### src/rtl/sat_search_ctrl.sv
// DPLL search sequencer for the bcp_top propagation unit.
// Keeps the working assignment/free vectors and issues propagation requests.
// Decides lowest-index free variable first, trying 1 before 0, and backtracks
// chronologically through a per-level decision stack.
module sat_search_ctrl #(
    parameter int var_num     = 4,
    parameter int var_num_log = 2
) (
    input  logic                   clk,
    input  logic                   rst,
    input  logic                   start,
    output logic                   initial_request,
    output logic                   bcp_request,
    output logic [var_num-1:0]     assignment,
    output logic [var_num-1:0]     free,
    input  logic                   bcp_done,
    input  logic                   bcp_conflict,
    input  logic [var_num-1:0]     imp_mask,
    input  logic [var_num-1:0]     imp_val,
    output logic                   busy,
    output logic                   done,
    output logic                   sat,
    output logic [var_num_log:0]   level,
    output logic [15:0]            req_cnt
);

    typedef enum logic [2:0] {
        S_IDLE, S_INIT, S_WAIT, S_DECIDE, S_BACKTRACK, S_SAT, S_UNSAT
    } state_t;

    localparam logic [var_num_log:0] LVL_ONE = (var_num_log+1)'(1);

    state_t state;

    // Decision stack, one entry per level; entry i belongs to level i+1.
    logic [var_num-1:0]     stk_asg  [var_num];
    logic [var_num-1:0]     stk_free [var_num];
    logic [var_num_log-1:0] stk_var  [var_num];
    logic [var_num-1:0]     stk_flip;

    logic [var_num_log-1:0] dec_var;
    logic [var_num_log-1:0] push_idx;
    logic [var_num_log-1:0] top_idx;
    logic [var_num-1:0]     top_bit;

    // Lowest-index free variable is the next decision candidate.
    always_comb begin
        dec_var = '0;
        for (int i = var_num - 1; i >= 0; i--) begin
            if (free[i]) dec_var = var_num_log'(i);
        end
    end

    // Push slot is the current level; the top entry is level-1 (wraps harmlessly at level 0).
    assign push_idx = level[var_num_log-1:0];
    assign top_idx  = level[var_num_log-1:0] - var_num_log'(1);
    assign top_bit  = var_num'(1) << stk_var[top_idx];

    // Search state machine; all outputs are registered here.
    always_ff @(posedge clk) begin
        if (rst) begin
            state           <= S_IDLE;
            assignment      <= '0;
            free            <= '1;
            level           <= '0;
            req_cnt         <= '0;
            initial_request <= 1'b0;
            bcp_request     <= 1'b0;
            busy            <= 1'b0;
            done            <= 1'b0;
            sat             <= 1'b0;
        end else begin
            initial_request <= 1'b0;
            bcp_request     <= 1'b0;
            case (state)
                S_IDLE, S_SAT, S_UNSAT: begin
                    if (start) begin
                        assignment      <= '0;
                        free            <= '1;
                        level           <= '0;
                        req_cnt         <= '0;
                        sat             <= 1'b0;
                        done            <= 1'b0;
                        busy            <= 1'b1;
                        initial_request <= 1'b1;
                        state           <= S_INIT;
                    end
                end
                S_INIT: state <= S_WAIT;
                S_WAIT: begin
                    if (bcp_done) begin
                        if (bcp_conflict) begin
                            state <= S_BACKTRACK;
                        end else begin
                            free       <= free & ~imp_mask;
                            assignment <= (assignment & ~imp_mask) | (imp_val & imp_mask);
                            state      <= S_DECIDE;
                        end
                    end
                end
                S_DECIDE: begin
                    if (free == '0) begin
                        busy  <= 1'b0;
                        done  <= 1'b1;
                        sat   <= 1'b1;
                        state <= S_SAT;
                    end else begin
                        stk_asg[push_idx]    <= assignment;
                        stk_free[push_idx]   <= free;
                        stk_var[push_idx]    <= dec_var;
                        stk_flip[push_idx]   <= 1'b0;
                        assignment[dec_var]  <= 1'b1;
                        free[dec_var]        <= 1'b0;
                        level                <= level + LVL_ONE;
                        bcp_request          <= 1'b1;
                        if (req_cnt != 16'hFFFF) req_cnt <= req_cnt + 16'd1;
                        state                <= S_WAIT;
                    end
                end
                S_BACKTRACK: begin
                    if (level == '0) begin
                        busy  <= 1'b0;
                        done  <= 1'b1;
                        sat   <= 1'b0;
                        state <= S_UNSAT;
                    end else if (!stk_flip[top_idx]) begin
                        // Second branch: restore the pre-decision snapshot, try value 0.
                        assignment        <= stk_asg[top_idx] & ~top_bit;
                        free              <= stk_free[top_idx] & ~top_bit;
                        stk_flip[top_idx] <= 1'b1;
                        bcp_request       <= 1'b1;
                        if (req_cnt != 16'hFFFF) req_cnt <= req_cnt + 16'd1;
                        state             <= S_WAIT;
                    end else begin
                        // Both branches exhausted: pop one level per cycle.
                        level <= level - LVL_ONE;
                    end
                end
                default: state <= S_IDLE;
            endcase
        end
    end

endmodule

### config.mk
export PLATFORM = sky130hd
export DESIGN_NAME = sat_search_ctrl
export DESIGN_NICKNAME = d
export VERILOG_FILES = /design/src/rtl/sat_search_ctrl.sv
export SDC_FILE = /design/constraint.sdc
export NUM_CORES = 1
export LEC_CHECK = 0
export ABC_AREA = 1
export CAP_MARGIN = 30
export CORE_ASPECT_RATIO = 1.4
export CORE_MARGIN = 3
export CORE_UTILIZATION = 60
export DETAILED_ROUTE_END_ITERATION = 10
export GPL_TIMING_DRIVEN = 0
export PLACE_DENSITY = 0.87
export SLEW_MARGIN = 20
export SYNTH_ARGS = -nofsm -noshare
export SYNTH_HDL_FRONTEND = slang
export SYNTH_SLANG_ARGS = --single-unit
### constraint.sdc
create_clock -name clk -period 5.7 [get_ports clk]
set_input_delay 1.14 -clock clk [delete_from_list [all_inputs] [get_ports clk]]
set_output_delay 1.14 -clock clk [all_outputs]
set_load 0.05 [all_outputs]
==> metrics <==
H-Tree Level Count 3; Final setup viols 0; number of buffers inserted during clock tree synthesis 9; Worst Setup SP level[0]$_SDFFE_PP0P_; post-synthesis instance area 0.00440 sq mm; type of destination of the critical path output port; most common library cell in the layout ignoring fill and taps nand2_1; number of global-route vias before repair between 3k and 4k; unrepaired setup endpoints after global routing false; detailed-route wire length 11000 um; Pre-antenna DRT Iters 7; clock slew at reported path FFs about 0.08 ns; Worst R2R Path Depth 13; proportion of power drawn by flip-flops and latches 31.0%; Max Root-Sink Buffers 2; Area Overhead vs Synth 18.2%; first-pass GRT wire length 18000 um; number of standard cells after synthesis ~570; max-slew violation count 0; proportion of register bits with asynchronous set or reset after synthesis 0%; most used cells in the layout excluding fill and tap cells nand2_1 (183), nand3_1 (74), inv_1 (54); number of standard cells in the layout, taps in and fillers out approximately 730; Slowest cell on crit path clkdlybuf4s50_1; switching power approximately 1.1 mW; cell family contributing the most delay on the critical path buffers and inverters; post-CTS resize count 0; largest stage delay on the critical path 0.89 ns; Vias approximately 4.1k; power share of the clock group about a fifth; post-route DRC violation count 0; CTS tree yes; post-route clock period utilization 52.2%; largest net degree at the start of global routing 14; total power of the final layout 2.38 mW; endpoint of the most critical register-to-register path assignment[3]$_SDFFE_PP0P_; width of the die slightly below 80 um; kind of critical path reg -> out; final core area utilization 74.0%; predominant post-synthesis flop cell edfxtp_1; max cap viols 0; Total GRT Usage a little over a quarter; reg-to-reg critical path startpoint level[0]$_SDFFE_PP0P_; Synth warnings 0; switching part of the total ~44%; total count of hold-check failures in the final report 0; result of the run completed; buffer count from post-CTS setup fixing 0; library cells used by synthesis 35; CP cell instances clkdlybuf4s50_1; launching element type of the critical path flop; Hold-fix buffers, CTS 0; Avg Inst Size Synth just under 8 sq um; count of antenna-violating nets left after detailed routing 0; number of storage elements in the synthesis netlist a little under 80; Hold Path Class reg -> reg; portion of total power attributed to combinational logic between 40% and 50%; final-stage net count 647; Static Leakage roughly 2.1 nW; number of buffer cells added on primary ports 43; final antenna diode count 0; Core Footprint about 0.0070 sq mm; Post-DP HPWL 8050 um; Die Y-Extent around 110 um; later-pin clock latency in the skew report around 0.36 ns; Placement Rows 36; die outline area roughly 0.0084 sq mm; headroom to the max-slew limit a little over a third; Setup TNS Final 0 ns; Crit path depth 1; starting density of the core a little over three fifths; CTS Root Cell clkbuf_8; routability-driven placement congestion ratio 0.888; final critical-path required period around 3 ns; total power divided by cell area 458 mW/mm^2; worst path buffer plus inverter count 1; required time at the worst-slack endpoint approximately 4.6 ns; Layout Skew ~0.010 ns; # placed instances 710; register area share after synthesis 45.9%; largest vdd supply drop roughly 0.27 mV; worst endpoint data arrival time 1.83 ns; share of post-route cells with drive strength above 1 11.6%; highest net fanout along the worst path 10; worst slack on hold paths 0.473 ns; DR WL/cell ~15 um; Int Power 1.33 mW; slack of the worst reg-to-reg path between 2 and 3 ns; number of ports placed on the die boundary 45; Post-synth EDFFs 44; First DRT Iteration DRCs around 240; number of sinks handled by clock tree synthesis 79; DR vias/cell around 5.6; antenna violations before repair 0; transition time at the pin with the least slew margin 0.955 ns; end point of the critical path level[0]; total gr overflow 0; Syn Nets 592; timing-limited maximum frequency ~0.34 GHz
==> cell families after synthesis <==
group | synth area share (%)
AOI/OAI and AO/OA | 6.03
xor gates and xnor gates | 0.398
adders and majority gates | 2.16
buffers and inverters | 7.65
DFF | 45.9
muxes | 0.512
and+or+nand+nor | 37.3
==> area by class of cell <==
| class | instances | area (sq um) |
|---|---|---|
| fillers | 547 | 1820 |
| inverters | 60 | 228 |
| multi-input cells | 416 | 2040 |
| plain buffers | 17 | 109 |
| clock inverters | 6 | 106 |
| clock buffers | 10 | 138 |
| flip-flops and latches | 79 | 2020 |
| well taps | 95 | 119 |
| repair buffers | 44 | 438 |
==> worst min-delay path by stage <==
stage,cells past startpoint,endpoint,slack (ns),startpoint
global placement,2,done$_SDFFE_PP0P_,0.45,done$_SDFFE_PP0P_
global route,2,sat$_SDFFE_PP0P_,0.50,sat$_SDFFE_PP0P_
CTS,2,busy$_SDFFE_PP0P_,0.47,busy$_SDFFE_PP0P_
finish,2,busy$_SDFFE_PP0P_,0.47,busy$_SDFFE_PP0P_
detailed placement,2,sat$_SDFFE_PP0P_,0.46,sat$_SDFFE_PP0P_
floorplan,2,stk_flip[3]$_DFFE_PP_,0.59,stk_flip[3]$_DFFE_PP_
==> cell usage after synthesis (7+ instances only) <==
cell | instances | area, sq um
nand2_2 | 13 | 81.3
dfxtp_1 | 35 | 701
inv_1 | 54 | 203
nand3_1 | 74 | 370
edfxtp_1 | 44 | 1320
nor2_1 | 51 | 191
clkbuf_1 | 7 | 26.3
nor3_1 | 8 | 40.0
a21oi_1 | 30 | 150
a21oi_2 | 8 | 70.1
o21ai_0 | 9 | 45.0
nand2_1 | 183 | 687
==> state kept, by name (all words and copies together), names as in the netlist <==
signal	count
stk_asg	16
busy	1
state	3
sat	1
level	3
stk_flip	4
stk_var	8
initial_request	1
done	1
req_cnt	16
free	4
bcp_request	1
assignment	4
stk_free	16
==> through the flow <==
stage	area, sq um	setup WS [ns]
global route	5200	2.68
finish	5200	2.73
detailed placement	4950	2.75
global placement	4950	2.81
floorplan	4400	3.21
CTS	5190	2.72
==> per-layer routing <==
metal	track usage, %	share of wire (%)	vias up
met5	0	0	-
met4	13.0	2.8	0
met3	5.44	5.1	31
li1	-	-	1973
met2	49.5	53	148
met1	30.4	39	1937
==> power by group through the flow <==
stage | combinational [mW] | sequential (mW) | clock [mW]
floorplan | 0.738 | 0.840 | 0
global placement | 1.09 | 0.746 | 0
detailed placement | 1.12 | 0.749 | 0
CTS | 1.13 | 0.737 | 0.512
global route | 1.24 | 0.745 | 0.529
finish | 1.14 | 0.737 | 0.508
Power figures use the tool's default switching activity.
